===== src/rtl/bin2bcd_pkg.sv =====
// Shared types and default sizing for the sequential binary-to-BCD converter.
package bin2bcd_pkg;

    typedef enum logic {
        IDLE  = 1'b0,
        SHIFT = 1'b1
    } state_t;

    localparam int DEF_WIDTH  = 16;
    localparam int DEF_DIGITS = 5;
    localparam int COUNT_W    = $clog2(DEF_WIDTH);

endpackage


===== src/rtl/bcd_digit_adj.sv =====
// Double-dabble digit correction: a BCD digit of 5 or more gets +3 before the next shift.
module bcd_digit_adj (
    input  logic [3:0] din,
    output logic [3:0] dout
);

    assign dout = (din >= 4'd5) ? din + 4'd3 : din;

endmodule


===== src/rtl/bin2bcd_seq.sv =====
// Sequential double-dabble binary-to-packed-BCD converter with start/busy/done handshake.
// Optional macro BIN2BCD_AUTO_EN: convert automatically whenever value changes (start ignored).
import bin2bcd_pkg::*;

module bin2bcd_seq #(
    parameter int WIDTH  = DEF_WIDTH,
    parameter int DIGITS = DEF_DIGITS
) (
    input  logic                  clk_in,
    input  logic                  reset,
    input  logic [WIDTH-1:0]      value,
    input  logic                  start,
    output logic                  busy,
    output logic                  done,
    output logic [4*DIGITS-1:0]   bcd
);

    localparam int CW = $clog2(WIDTH);
    localparam int BW = 4 * DIGITS;

    state_t          state_reg, state_next;
    logic [WIDTH-1:0] shift_reg, shift_next;
    logic [BW-1:0]   scratch_reg, scratch_next;
    logic [CW-1:0]   count_reg, count_next;
    logic [BW-1:0]   bcd_reg, bcd_next;
    logic            done_reg, done_next;
    logic [BW-1:0]   adj;
    logic [BW-1:0]   shifted;
    logic            launch;

    genvar gi;
    generate
        for (gi = 0; gi < DIGITS; gi++) begin : g_adj
            bcd_digit_adj u_adj (
                .din  (scratch_reg[gi*4 +: 4]),
                .dout (adj[gi*4 +: 4])
            );
        end
    endgenerate

    // The MSB of the binary operand enters digit 0 as the whole vector shifts left.
    assign shifted = {adj[BW-2:0], shift_reg[WIDTH-1]};

`ifdef BIN2BCD_AUTO_EN
    logic [WIDTH-1:0] last_value_reg;
    logic             unused_start;

    assign unused_start = start;
    assign launch       = (value != last_value_reg);

    always_ff @(posedge clk_in or negedge reset) begin
        if (!reset) begin
            last_value_reg <= '0;
        end else if (state_reg == IDLE && launch) begin
            last_value_reg <= value;
        end
    end
`else
    assign launch = start;
`endif

    always_comb begin
        state_next   = state_reg;
        shift_next   = shift_reg;
        scratch_next = scratch_reg;
        count_next   = count_reg;
        bcd_next     = bcd_reg;
        done_next    = 1'b0;
        case (state_reg)
            IDLE: begin
                if (launch) begin
                    shift_next   = value;
                    scratch_next = '0;
                    count_next   = '0;
                    state_next   = SHIFT;
                end
            end
            SHIFT: begin
                scratch_next = shifted;
                shift_next   = {shift_reg[WIDTH-2:0], 1'b0};
                count_next   = count_reg + CW'(1);
                if (count_reg == CW'(WIDTH - 1)) begin
                    bcd_next   = shifted;
                    done_next  = 1'b1;
                    state_next = IDLE;
                end
            end
            default: state_next = IDLE;
        endcase
    end

    always_ff @(posedge clk_in or negedge reset) begin
        if (!reset) begin
            state_reg   <= IDLE;
            shift_reg   <= '0;
            scratch_reg <= '0;
            count_reg   <= '0;
            bcd_reg     <= '0;
            done_reg    <= 1'b0;
        end else begin
            state_reg   <= state_next;
            shift_reg   <= shift_next;
            scratch_reg <= scratch_next;
            count_reg   <= count_next;
            bcd_reg     <= bcd_next;
            done_reg    <= done_next;
        end
    end

    assign busy = (state_reg == SHIFT);
    assign done = done_reg;
    assign bcd  = bcd_reg;

endmodule


===== config.mk =====
export PLATFORM = sky130hd
export DESIGN_NAME = bin2bcd_seq
export DESIGN_NICKNAME = d
export VERILOG_FILES = /design/src/rtl/bin2bcd_pkg.sv /design/src/rtl/bcd_digit_adj.sv /design/src/rtl/bin2bcd_seq.sv
export SDC_FILE = /design/constraint.sdc
export NUM_CORES = 1
export LEC_CHECK = 0
export CORE_MARGIN = 3
export CORE_UTILIZATION = 45
export CTS_BUF_LIST = sky130_fd_sc_hd__clkbuf_2
export DETAILED_ROUTE_END_ITERATION = 8
export PLACE_DENSITY = 0.65
export SLEW_MARGIN = 25
export SYNTH_ARGS = -nofsm -noshare
export SYNTH_HDL_FRONTEND = slang
export SYNTH_SLANG_ARGS = --single-unit

===== constraint.sdc =====
create_clock -name clk_in -period 2.2 [get_ports clk_in]
set_input_delay 0.44 -clock clk_in [delete_from_list [all_inputs] [get_ports clk_in]]
set_output_delay 0.44 -clock clk_in [all_outputs]
set_load 0.1 [all_outputs]

==> results of run 1 <==
==> cells in the final DEF, fill, tap and decap left out, types with 2 or more instances in the layout <==
cell type,count
nand2b_1,18
mux2_4,8
clkinv_1,2
nand2_1,31
o21ai_0,31
buf_4,26
a22o_1,2
clkbuf_2,13
dfrtp_1,61
mux2i_1,32
ha_1,11
nor3_1,4
nor3b_1,13
clkinv_2,2
nor2_1,3
a21oi_1,10
a21o_2,4
a21o_1,4
buf_12,2
xnor2_1,6
inv_1,10
clkdlybuf4s50_1,17
a21oi_2,4
==> final timing paths <==
check | from | to | slack (ns) | cells after the start
min in group clk_in | bcd[11] | bcd[11] | 0.49 | 2
setup / recovery | busy | busy | 0.37 | 1
hold reg to reg | bcd[11] | bcd[11] | 0.49 | 2
setup reg to reg | scratch_reg[16] | bcd[18] | 0.60 | 6
max in group asynchronous | reset | bcd[0] | 1.01 | 3
hold / removal | reset | bcd[10] | 0.47 | 2
==> per-layer routing <==
| layer | wire length, µm | vias to the layer above | track usage |
|---|---|---|---|
| li1 | - | 1017 | - |
| met1 | 2550 | 995 | 0.194 |
| met2 | 2440 | 34 | 0.247 |
| met3 | 213 | 9 | 0.0564 |
| met4 | 94 | 0 | 0.0474 |
| met5 | 0 | - | 0 |
==> cell type report <==
| type | instances | area [µm²] | area share |
|---|---|---|---|
| flip-flops and latches | 62 | 1550 | 0.438 |
| multi-input cells | 186 | 1360 | 0.382 |
| repair buffers | 47 | 420 | 0.119 |
| well taps | 77 | 96.3 | 0.0272 |
| clock buffers | 13 | 65.1 | 0.0183 |
| inverters | 11 | 42.5 | 0.0120 |
| clock inverters | 3 | 12.5 | 0.00353 |
==> kinds of logic after synthesis <==
logic type / share of synthesized area
xor gates and xnor gates: 0.0203
muxes: 0.149
DFF: 0.513
adders and majority gates: 0.0455
buffers and inverters: 0.0389
AOI/OAI and AO/OA: 0.109
and+or+nand+nor: 0.124
==> stage by stage <==
step	hold WS (ns)	setup WS (ns)	instance area, µm²
CTS	0.454	0.302	3550
detailed placement	0.454	0.534	3460
finish	0.471	0.365	3550
global route	0.456	0.211	3550
global placement	0.451	0.557	3460
floorplan	0.144	0.285	3030
==> results.toml, run 1 <==
[run_status]
status = "complete, no violations"

[drt]
vias = 2055
routed_via_density = 5.15
wl_per_cell_um = 13.3
drc = 0
antenna_left = 0
wl_um = 5300
dr.pass1.iters = 4
first_iter_violations = 45

[placed_design]
finalWeightedCongestion = 0.769
placed_cells_incl_taps = 382
dp_hpwl_um = 3640
numPortBuffers = 40

[timing]
worst_slew_pin_slew_ns = 0.527
relSlewSlack = 0.649
finalSetupViolations = 0
rsz0062_at_grt = "no"
fin_tns_setup_ns = 0
layout_min_cycle_time_ns = 1.83
period_share = 0.834
drv_slew = 0
max_freq_ghz = 0.545
hold_viol_final = 0
skew_ns = 0.0298

[yosys]
synth_area_leaders = "dfrtp_1 (51%), mux2i_1 (11%), o21ai_0 (5.1%), ha_1 (4.5%), mux2_4 (4.0%)"
ys_top_cells_by_count = "dfrtp_1 (62), mux2i_1 (32), nand2_1 (31), o21ai_0 (31), nand2b_1 (18)"
syn_inst = 273
yosysMostFrequentCell = "dfrtp_1"
synth_top_area_cell = "dfrtp_1"
ys_seq_area_frac = 0.513
async_flop_share = 1.00
synth_cell_types = 27
synth-seq-cells = 62
syn_area_um2 = 3030
syn_nets = 303
avgSynthCellArea_um2 = 11.1
synth_edf_count = 0
synthFlopType = "dfrtp_1"
synth_warnings = 0
yosysTopAreaCellShare = 0.513

[floorplanning]
die_w_um = 88.0
fp.dieH_um = 88.0
initial_utilization = 0.471
dieArea_um2 = 7740
rows = 29
io_pins = 41
coreArea_um2 = 6420

[grt]
grt-ovfl-total = 0
grt_first_pass_wirelength_um = 9150
grt_max_degree = 40
grtUsageTotal = 0.154
grt_pass1_vias = 2060
grt_antenna_before_repair = 0

[finish]
layout-drive-gt1-share = 0.196
fin_nets = 347
final_util = 0.552
nFillCells = 574
fin_cells = 399
area_growth_pct = 17.2
n_antenna_cell = 0

[critical_path]
worstSetupEndpointType = "output port"
criticalPathCategory = "reg -> out"
path_cells = "buf_12"
critical_path_peak_fanout = 27
cpMaxStageDelayCell = "dfrtp_2"
path_buf_inv = 1
critPathMaxStageDelay_ns = 0.70
crit_family = "flip-flops"
arrival_ns = 1.39
worstPathRequired_ns = 1.76
startpoint_type = "flop"

[cts]
postCtsSetupRepairBufs = 0
clk_pin_slew_worst_paths_ns = 0.16
clkLatencyLatePin_ns = 0.46
clock-sinks = 62
ctsHoldBuffers = 1
cts.htree.levels = 3
postCtsResizedCells = 0
clockRootBuffer = "clkbuf_2"
cts_max_path_buffers = 2
tritoncts = "done"
cts_buffers = 9

[flow_run]
drv_cap = 0

[worst_hold_path]
hold_class = "in -> async"
Power of run 1 is not shown: default switching activity piles up to over one toggle a cycle in this logic, so the estimate is an artifact.
==> run 2: changes to the inputs <==
==> constraint.sdc (replaced) <==
create_clock -name clk_in -period 1.7 [get_ports clk_in]
set_input_delay 0.34 -clock clk_in [delete_from_list [all_inputs] [get_ports clk_in]]
set_output_delay 0.34 -clock clk_in [all_outputs]
set_load 0.1 [all_outputs]
==> run 2 against run 1 <==
  * Flip-flop and latch count stayed put
  * Critical path depth is 1 higher
  * Register-to-register slack lost 0.46 ns
  * Highest routed layer unchanged
  * Clock skew shrank 0.0039 ns
==> results.toml, run 2 (same netlist as run 1, synthesis figures left out) <==
[run_status]
status = "complete, no violations"

[cts]
cts_max_path_buffers = 2
tritoncts = "done"
clkLatencyLatePin_ns = 0.47
clockRootBuffer = "clkbuf_2"
cts.htree.levels = 3
clk_pin_slew_worst_paths_ns = 0.17
clock-sinks = 62
cts_buffers = 9

[floorplanning]
fp.dieH_um = 88.0
coreArea_um2 = 6420
initial_utilization = 0.471
io_pins = 41
dieArea_um2 = 7740
die_w_um = 88.0
rows = 29

[critical_path]
critical_path_peak_fanout = 31
worstPathRequired_ns = 1.36
arrival_ns = 1.27
cp_num_cells = 2
path_cells = "buf_12 > buf_12"
critPathMaxStageDelay_ns = 0.46
crit_top_cell = "buf_12"
reg2reg_depth = 6
crit_family = "flip-flops"
criticalPathCategory = "reg -> out"
cpMaxStageDelayCell = "dfrtp_2"
ff2ff_setup_slack_ns = 0.14
path_buf_inv = 2
worstSetupEndpointType = "output port"
startpoint_type = "flop"

[finish]
layout_commonest_cell = "dfrtp_1"
n_antenna_cell = 0
layout-drive-gt1-share = 0.200
fin_cells = 402
fin_nets = 350
nFillCells = 548
mostFrequentLayoutCells = "dfrtp_1 (61), o21ai_0 (31), mux2i_1 (31), nand2_1 (31), buf_12 (24)"
area_growth_pct = 27.1

[timing]
relSlewSlack = 0.744
skew_ns = 0.0260
period_share = 0.947
hold_viol_final = 0
max_freq_ghz = 0.621
rsz0062_at_grt = "no"
finalSetupViolations = 0
drv_slew = 0
layout_min_cycle_time_ns = 1.61
fin_tns_setup_ns = 0
worst_slew_pin_slew_ns = 0.383

[grt]
grt_first_pass_wirelength_um = 9230
grtUsageTotal = 0.154
grt-ovfl-total = 0
grt_pass1_vias = 2016
grt_antenna_before_repair = 0
grt_max_degree = 40

[drt]
antenna_left = 0
routed_via_density = 5.08
dr.pass1.iters = 4
vias = 2043
first_iter_violations = 70
wl_per_cell_um = 13.3
drc = 0
wl_um = 5350

[flow_run]
drv_cap = 0

[placed_design]
dp_hpwl_um = 3740
numPortBuffers = 40
placed_cells_incl_taps = 384
finalWeightedCongestion = 0.757

[worst_hold_path]
hold_class = "in -> async"
==> run 2: worst paths after layout <==
| kind | from | to |
|---|---|---|
| hold / removal | reset | bcd[8] |
| setup reg to reg | scratch_reg[9] | bcd[10] |
| max in group asynchronous | reset | count_reg[3] |
| hold reg to reg | shift_reg[10] | shift_reg[11] |
| setup / recovery | busy | busy |
| min in group clk_in | value[13] | shift_reg[13] |
==> run 2: per-stage QoR <==
stage / util / instance area, µm² / hold WS (ns) / setup slack (ns)
after floorplan: - / 3030 / 0.0444 / 0.115
after global placement: 0.582 / 3740 / 0.283 / 0.168
after detailed placement: 0.582 / 3740 / 0.284 / 0.145
after CTS: 0.597 / 3830 / 0.281 / 0.0112
after global routing: 0.599 / 3840 / 0.300 / 0.00178
final: 0.599 / 3840 / 0.314 / 0.0894
==> run 2: final cells by class <==
| type | count | area (µm²) | share of cell area |
|---|---|---|---|
| timing repair buffer | 50 | 718 | 0.187 |
| inverter | 11 | 42.5 | 0.0111 |
| multi-input combinational | 186 | 1360 | 0.354 |
| clock inverter | 4 | 15.0 | 0.00390 |
| clock buffer | 12 | 60.1 | 0.0156 |
| sequential | 62 | 1550 | 0.404 |
| tap | 77 | 96.3 | 0.0251 |
==> run 2: repair_timing <==
| action | 4_1_cts | 5_1_grt |
|---|---|---|
| setup buffers | 0 | 1 |
| gates resized for setup | 3 | 1 |
| endpoints found under the hold margin | 13 | 0 |
| endpoints found under the setup margin | 1 | 2 |
| hold buffers | 1 | 0 |
==> run 2: metal layers <==
metal  part of all wire  routed length, µm  up-vias  GRT usage
met3              0.046                245        9     0.0301
met4              0.016                 86        0     0.0753
met5                  0                  0        -          0
li1                   -                  -     1029          -
met1               0.48               2550      962      0.209
met2               0.46               2470       43      0.237
Power of run 2 is left out for the same reason.
